### src/rtl/rv_pipe_pkg.sv
// Shared types and constants for the 5-stage RISC-V pipeline registers.
// No logic: the only function here builds the IF/ID bubble value.
package rv_pipe_pkg;
    localparam int XLEN = 32;
    localparam logic [XLEN-1:0] NOP_INSTR        = 32'h0000_0013;
    localparam logic [XLEN-1:0] RESET_PC_DEFAULT = 32'h0000_0000;

    typedef struct packed {
        logic [XLEN-1:0] instr;
        logic [XLEN-1:0] pc;
        logic [XLEN-1:0] pc_plus4;
        logic            valid;
    } if_id_t;

    function automatic if_id_t if_id_bubble(input logic [XLEN-1:0] nop);
        if_id_t b;
        b.instr    = nop;
        b.pc       = '0;
        b.pc_plus4 = '0;
        b.valid    = 1'b0;
        return b;
    endfunction
endpackage

### src/rtl/if_id_reg.sv
// IF/ID pipeline register: 1-cycle capture; flush beats stall, reset/flush load a bubble.
// Backpressure: stall holds the current contents indefinitely.
module if_id_reg
    import rv_pipe_pkg::*;
#(
    parameter logic [XLEN-1:0] BUBBLE_INSTR = NOP_INSTR
) (
    input  logic   clk,
    input  logic   rst,
    input  logic   stall,
    input  logic   flush,
    input  if_id_t in_dat,
    output if_id_t out_dat
);
    if_id_t if_id_q;
    if_id_t if_id_d;

    always_comb begin
        if_id_d = if_id_q;
        if (flush) begin
            if_id_d = if_id_bubble(BUBBLE_INSTR);
        end else if (!stall) begin
            if_id_d = in_dat;
        end
    end

    always_ff @(posedge clk or posedge rst) begin
        if (rst) begin
            if_id_q <= if_id_bubble(BUBBLE_INSTR);
        end else begin
            if_id_q <= if_id_d;
        end
    end

    assign out_dat = if_id_q;
endmodule

### src/rtl/fetch_stage.sv
// Instruction fetch: owns the PC, addresses imem combinationally, 1-cycle fetch-to-decode.
// Backpressure: stall_f holds the PC, stall_d holds IF/ID; an aligned redirect overrides stall_f.
module fetch_stage #(
    parameter logic [31:0] RESET_PC  = rv_pipe_pkg::RESET_PC_DEFAULT,
    parameter logic [31:0] NOP_INSTR = rv_pipe_pkg::NOP_INSTR
) (
    input  logic        clk,
    input  logic        rst,
    input  logic        stall_f,
    input  logic        stall_d,
    input  logic        flush_d,
    input  logic        pc_src_e,
    input  logic [31:0] pc_target_e,
    output logic [31:0] imem_addr,
    input  logic [31:0] imem_rdata,
    output logic [31:0] instr_d,
    output logic [31:0] pc_d,
    output logic [31:0] pc_plus4_d,
    output logic        valid_d,
    output logic        misalign_err,
    output logic [31:0] fetch_count
);
    import rv_pipe_pkg::*;

    logic [31:0] pc_f_q, pc_f_d;
    logic        misalign_q, misalign_d;
    logic [31:0] fetch_count_q, fetch_count_d;
    logic [31:0] pc_plus4_f;
    logic        target_misaligned;
    logic        if_id_load;
    if_id_t      if_id_in;
    if_id_t      if_id_out;

    always_comb begin
        pc_plus4_f        = pc_f_q + 32'd4;
        target_misaligned = pc_target_e[1:0] != 2'b00;
        if_id_load        = !flush_d && !stall_d;

        pc_f_d = pc_f_q;
        if (pc_src_e && !target_misaligned) begin
            pc_f_d = pc_target_e;
        end else if (!stall_f) begin
            pc_f_d = pc_plus4_f;
        end

        // A misaligned target is dropped; fetch carries on sequentially.
        misalign_d    = misalign_q | (pc_src_e & target_misaligned);
        fetch_count_d = fetch_count_q + {31'd0, if_id_load};

        if_id_in.instr    = imem_rdata;
        if_id_in.pc       = pc_f_q;
        if_id_in.pc_plus4 = pc_plus4_f;
        if_id_in.valid    = 1'b1;
    end

    always_ff @(posedge clk or posedge rst) begin
        if (rst) begin
            pc_f_q        <= RESET_PC;
            misalign_q    <= 1'b0;
            fetch_count_q <= '0;
        end else begin
            pc_f_q        <= pc_f_d;
            misalign_q    <= misalign_d;
            fetch_count_q <= fetch_count_d;
        end
    end

    if_id_reg #(
        .BUBBLE_INSTR(NOP_INSTR)
    ) u_if_id (
        .clk    (clk),
        .rst    (rst),
        .stall  (stall_d),
        .flush  (flush_d),
        .in_dat (if_id_in),
        .out_dat(if_id_out)
    );

    assign imem_addr    = pc_f_q;
    assign instr_d      = if_id_out.instr;
    assign pc_d         = if_id_out.pc;
    assign pc_plus4_d   = if_id_out.pc_plus4;
    assign valid_d      = if_id_out.valid;
    assign misalign_err = misalign_q;
    assign fetch_count  = fetch_count_q;
endmodule

### config.mk
export PLATFORM = sky130hd
export DESIGN_NAME = fetch_stage
export DESIGN_NICKNAME = d
export VERILOG_FILES = /design/src/rtl/rv_pipe_pkg.sv /design/src/rtl/if_id_reg.sv /design/src/rtl/fetch_stage.sv
export SDC_FILE = /design/constraint.sdc
export NUM_CORES = 1
export LEC_CHECK = 0
export BUFFER_PORTS_ARGS = -buffer_cell sky130_fd_sc_hd__buf_2
export CORE_MARGIN = 2
export CORE_UTILIZATION = 30
export DETAILED_ROUTE_END_ITERATION = 6
export PLACE_DENSITY = 0.52
export SLEW_MARGIN = 20
export SYNTH_ARGS = -nofsm -noshare
export SYNTH_HDL_FRONTEND = slang
export SYNTH_SLANG_ARGS = --single-unit
### constraint.sdc
create_clock -name clk -period 5.93 [get_ports clk]
set_input_delay 0.593 -clock clk [delete_from_list [all_inputs] [get_ports clk]]
set_output_delay 0.593 -clock clk [all_outputs]
set_load 0.01 [all_outputs]
==> impl_metrics.json <==
{
  "final-hold-violation-count": 0,
  "holdCritPathClass": "input pin to asynchronous set/reset pin",
  "max_freq_mhz": 426.4,
  "post-route-drc-count": 0,
  "min_period_over_period_pct": 39.54,
  "ir_drop_mv": 0.1676,
  "htreeDepth": 4,
  "detailedPlacementHpwl_um": 14150,
  "postSynthCellCount": 704,
  "cp_data_arrival_time_ns": 2.65,
  "synth_nets": 777,
  "port-buffer-count": 231,
  "number_of_detailed_routing_iterations_run_before_antenna_repair": 4,
  "cp_data_required_time_ns": 6.24,
  "clkSinkCount": 160,
  "synth_warnings": 0,
  "global_route_overflow": 0,
  "cellPowerDensity_mw_per_mm2": 320.6,
  "static_leakage_nw": 4.671,
  "chain_of_cells_forming_the_critical_path": "nand2_1, nor3_2, nand3_1, o21a_1, o31a_1",
  "core_region_mm2": 0.02425,
  "sequential_cell_area_fraction_in_the_yosys_report_pct": 54.26,
  "first_global_vias": 5688,
  "crit_slowest_cell": "sky130_fd_sc_hd__nor3_2",
  "placement_stage_worst_setup_slack_ns": 3.225,
  "worst_setup_ep_type": "flop",
  "nets": 982,
  "num_io_pins": 232,
  "global_placer_s_final_weighted_congestion": 0.7584,
  "core.rowCount": 57,
  "postCtsResizedCells": 0,
  "report.power.total_mw": 3.000,
  "grt_util_all_layers_pct": 15.72,
  "route.antenna.remaining_nets": 0,
  "worst-path-max-fanout": 13,
  "synth-edff-count": 0,
  "dieWidth_um": 160.9,
  "timing.critical_path.from_type": "flop",
  "chip_height_um": 160.9,
  "fin_worst_skew_ns": 0.01091,
  "drt-initial-drc-count": 255,
  "finalMaxSlewViolations": 0,
  "grt_setup_unrepaired": "no",
  "floorplan.die_area_mm2": 0.02589,
  "placed_cell_area_mm2": 0.008770,
  "proportion_of_layout_cells_with_a_drive_suffix_above_1_pct": 30.40,
  "slew-limit-headroom_pct": 35.96,
  "path_class": "flop to flop",
  "delay_heaviest_family_cp": "simple AND/OR/NAND/NOR gates",
  "cp_bufs_invs": 0,
  "cts_inserted_buffers": 17,
  "cts_hold_buf": 0,
  "syn_area_per_cell_um2": 10.49,
  "totalNegativeSetupSlack_ns": 0,
  "final.setup.worst_slack_ns": 3.585,
  "timing.hold.ws_ns": 0.2809,
  "clock_tree_from_tritoncts": "yes",
  "worst_path_largest_cell_delay_ns": 0.72,
  "vias": 5747,
  "area_of_the_mapped_netlist_mm2": 0.007386,
  "final.min_clock_period_ns": 2.345,
  "outcome": "finished clean",
  "final_area_mm2": 0.009356,
  "area_growth_pct": 26.68,
  "clock_path_buffers": 2,
  "timing.max_cap.violations": 0,
  "asyncSetResetFlopFracSynth_pct": 100.0,
  "maximum_number_of_pins_on_one_net_before_global_route_repair": 90,
  "count_of_state_elements_after_synthesis": 160,
  "synth_ff_type": "sky130_fd_sc_hd__dfrtp_1",
  "tightestPinTransition_ns": 0.9606,
  "number_of_antenna_violations_at_the_first_check_in_global_routing": 1,
  "wire_length_of_the_first_global_routing_pass_um": 31950,
  "ys_types": 42,
  "worstSkewPairLatency_ns": 0.42,
  "setup_viol_count_final": 0,
  "path_clk_slew_ns": 0.07,
  "drt-total-wl_um": 20150,
  "start_util_pct": 30.46,
  "postCtsSetupRepairBufs": 0,
  "cts-root-buf": "sky130_fd_sc_hd__clkbuf_16",
  "viasPerCell": 4.609,
  "drt-wirelength-per-cell_um": 16.16
}
[layout by cell type, fill, tap and decap left out, types with 2 or more instances in the layout]
cell,count
sky130_fd_sc_hd__a211o_1,3
sky130_fd_sc_hd__a211oi_1,13
sky130_fd_sc_hd__a21oi_1,10
sky130_fd_sc_hd__a311oi_1,5
sky130_fd_sc_hd__and2_1,4
sky130_fd_sc_hd__and3_1,15
sky130_fd_sc_hd__and4_1,8
sky130_fd_sc_hd__buf_2,229
sky130_fd_sc_hd__buf_4,6
sky130_fd_sc_hd__bufinv_16,2
sky130_fd_sc_hd__clkbuf_16,17
sky130_fd_sc_hd__clkinv_2,3
sky130_fd_sc_hd__clkinv_4,5
sky130_fd_sc_hd__dfrtp_1,157
sky130_fd_sc_hd__dfstp_2,3
sky130_fd_sc_hd__diode_2,2
sky130_fd_sc_hd__ha_1,3
sky130_fd_sc_hd__inv_1,4
sky130_fd_sc_hd__inv_6,4
sky130_fd_sc_hd__mux2i_1,64
sky130_fd_sc_hd__nand2_1,58
sky130_fd_sc_hd__nand2b_1,3
sky130_fd_sc_hd__nand3_1,21
sky130_fd_sc_hd__nand3b_1,2
sky130_fd_sc_hd__nand4_1,23
sky130_fd_sc_hd__nor2_1,100
sky130_fd_sc_hd__nor2b_1,9
sky130_fd_sc_hd__nor3_1,11
sky130_fd_sc_hd__nor3_2,3
sky130_fd_sc_hd__nor4_1,4
sky130_fd_sc_hd__o21ai_0,34
sky130_fd_sc_hd__or3_1,5
sky130_fd_sc_hd__xnor2_1,47
sky130_fd_sc_hd__xor2_1,34
[flip-flops by register name (all words and copies together), names as in the netlist]
register / cells
imem_addr: 32
fetch_count: 32
misalign_err: 1
u_if_id.out_dat: 95
[stage by stage]
stage	util (%)	instances
final	38.59	1247
after CTS	38.57	1245
after floorplan	-	704
after global routing	38.57	1245
after detailed placement	36.17	1214
after global placement	36.17	1214
[cell type report]
type / instances / area (µm²)
inverter: 6 / 27.53
multi-input combinational: 489 / 3138
fill: 2496 / 14890
antenna: 2 / 5.005
sequential: 160 / 4008
timing repair buffer: 235 / 1191
clock inverter: 14 / 156.4
clock buffer: 17 / 425.4
tap: 324 / 405.4
[synth_stat cells, types with 2 or more instances]
master,number,area share (%)
sky130_fd_sc_hd__a211o_1,3,0.36
sky130_fd_sc_hd__a211oi_1,13,1.3
sky130_fd_sc_hd__a21oi_1,10,0.68
sky130_fd_sc_hd__a311oi_1,5,0.59
sky130_fd_sc_hd__and2_1,4,0.34
sky130_fd_sc_hd__and3_1,15,1.3
sky130_fd_sc_hd__and4_1,8,0.95
sky130_fd_sc_hd__buf_1,2,0.10
sky130_fd_sc_hd__buf_2,11,0.75
sky130_fd_sc_hd__buf_4,6,0.61
sky130_fd_sc_hd__clkbuf_1,28,1.4
sky130_fd_sc_hd__clkbuf_2,2,0.14
sky130_fd_sc_hd__dfrtp_1,157,53
sky130_fd_sc_hd__dfstp_2,3,1.1
sky130_fd_sc_hd__ha_1,3,0.51
sky130_fd_sc_hd__inv_1,5,0.25
sky130_fd_sc_hd__mux2i_1,64,8.7
sky130_fd_sc_hd__nand2_1,58,2.9
sky130_fd_sc_hd__nand2b_1,3,0.25
sky130_fd_sc_hd__nand3_1,21,1.4
sky130_fd_sc_hd__nand3b_1,2,0.20
sky130_fd_sc_hd__nand4_1,23,1.9
sky130_fd_sc_hd__nor2_1,100,5.1
sky130_fd_sc_hd__nor2b_1,9,0.76
sky130_fd_sc_hd__nor3_1,11,0.75
sky130_fd_sc_hd__nor3_2,3,0.41
sky130_fd_sc_hd__nor4_1,4,0.34
sky130_fd_sc_hd__o21ai_0,34,2.3
sky130_fd_sc_hd__or3_1,5,0.42
sky130_fd_sc_hd__xnor2_1,47,5.6
sky130_fd_sc_hd__xor2_1,34,4.0
[layer usage]
metal | global-route usage, % | vias to the layer above | part of all wire [%]
li1 | - | 2823 | -
met1 | 22.16 | 2738 | 47
met2 | 23.80 | 169 | 45
met3 | 4.210 | 17 | 7.5
met4 | 4.424 | 0 | 1.3
met5 | 0 | - | 0
[worst paths after layout]
kind / cells after the start / endpoint / from / slack (ns)
worst min register to register: 1 / misalign_err / misalign_err / 0.46
worst min-delay path: 2 / u_if_id.out_dat[78] / rst / 0.28
max in group asynchronous: 3 / u_if_id.out_dat[56] / rst / 4.09
worst max register to register: 5 / imem_addr[31] / imem_addr[11] / 3.59
worst max-delay path: 5 / imem_addr[31] / imem_addr[11] / 3.59
min in group clk: 3 / imem_addr[16] / pc_target_e[16] / 0.37
[kinds of logic after synthesis]
logic type / share of synthesized area, %
AOI/OAI and AO/OA: 5.641
adders and majority gates: 0.5083
DFF: 54.26
xor gates and xnor gates: 9.605
and+or+nand+nor: 17.99
muxes: 8.673
buffers and inverters: 3.320
[report_power, final]
| part | internal, mW | switching [mW] |
|---|---|---|
| logic | 0.233 | 0.302 |
| registers | 1.21 | 0.154 |
| clock network | 0.626 | 0.474 |
(Power assumes the default switching activity.)
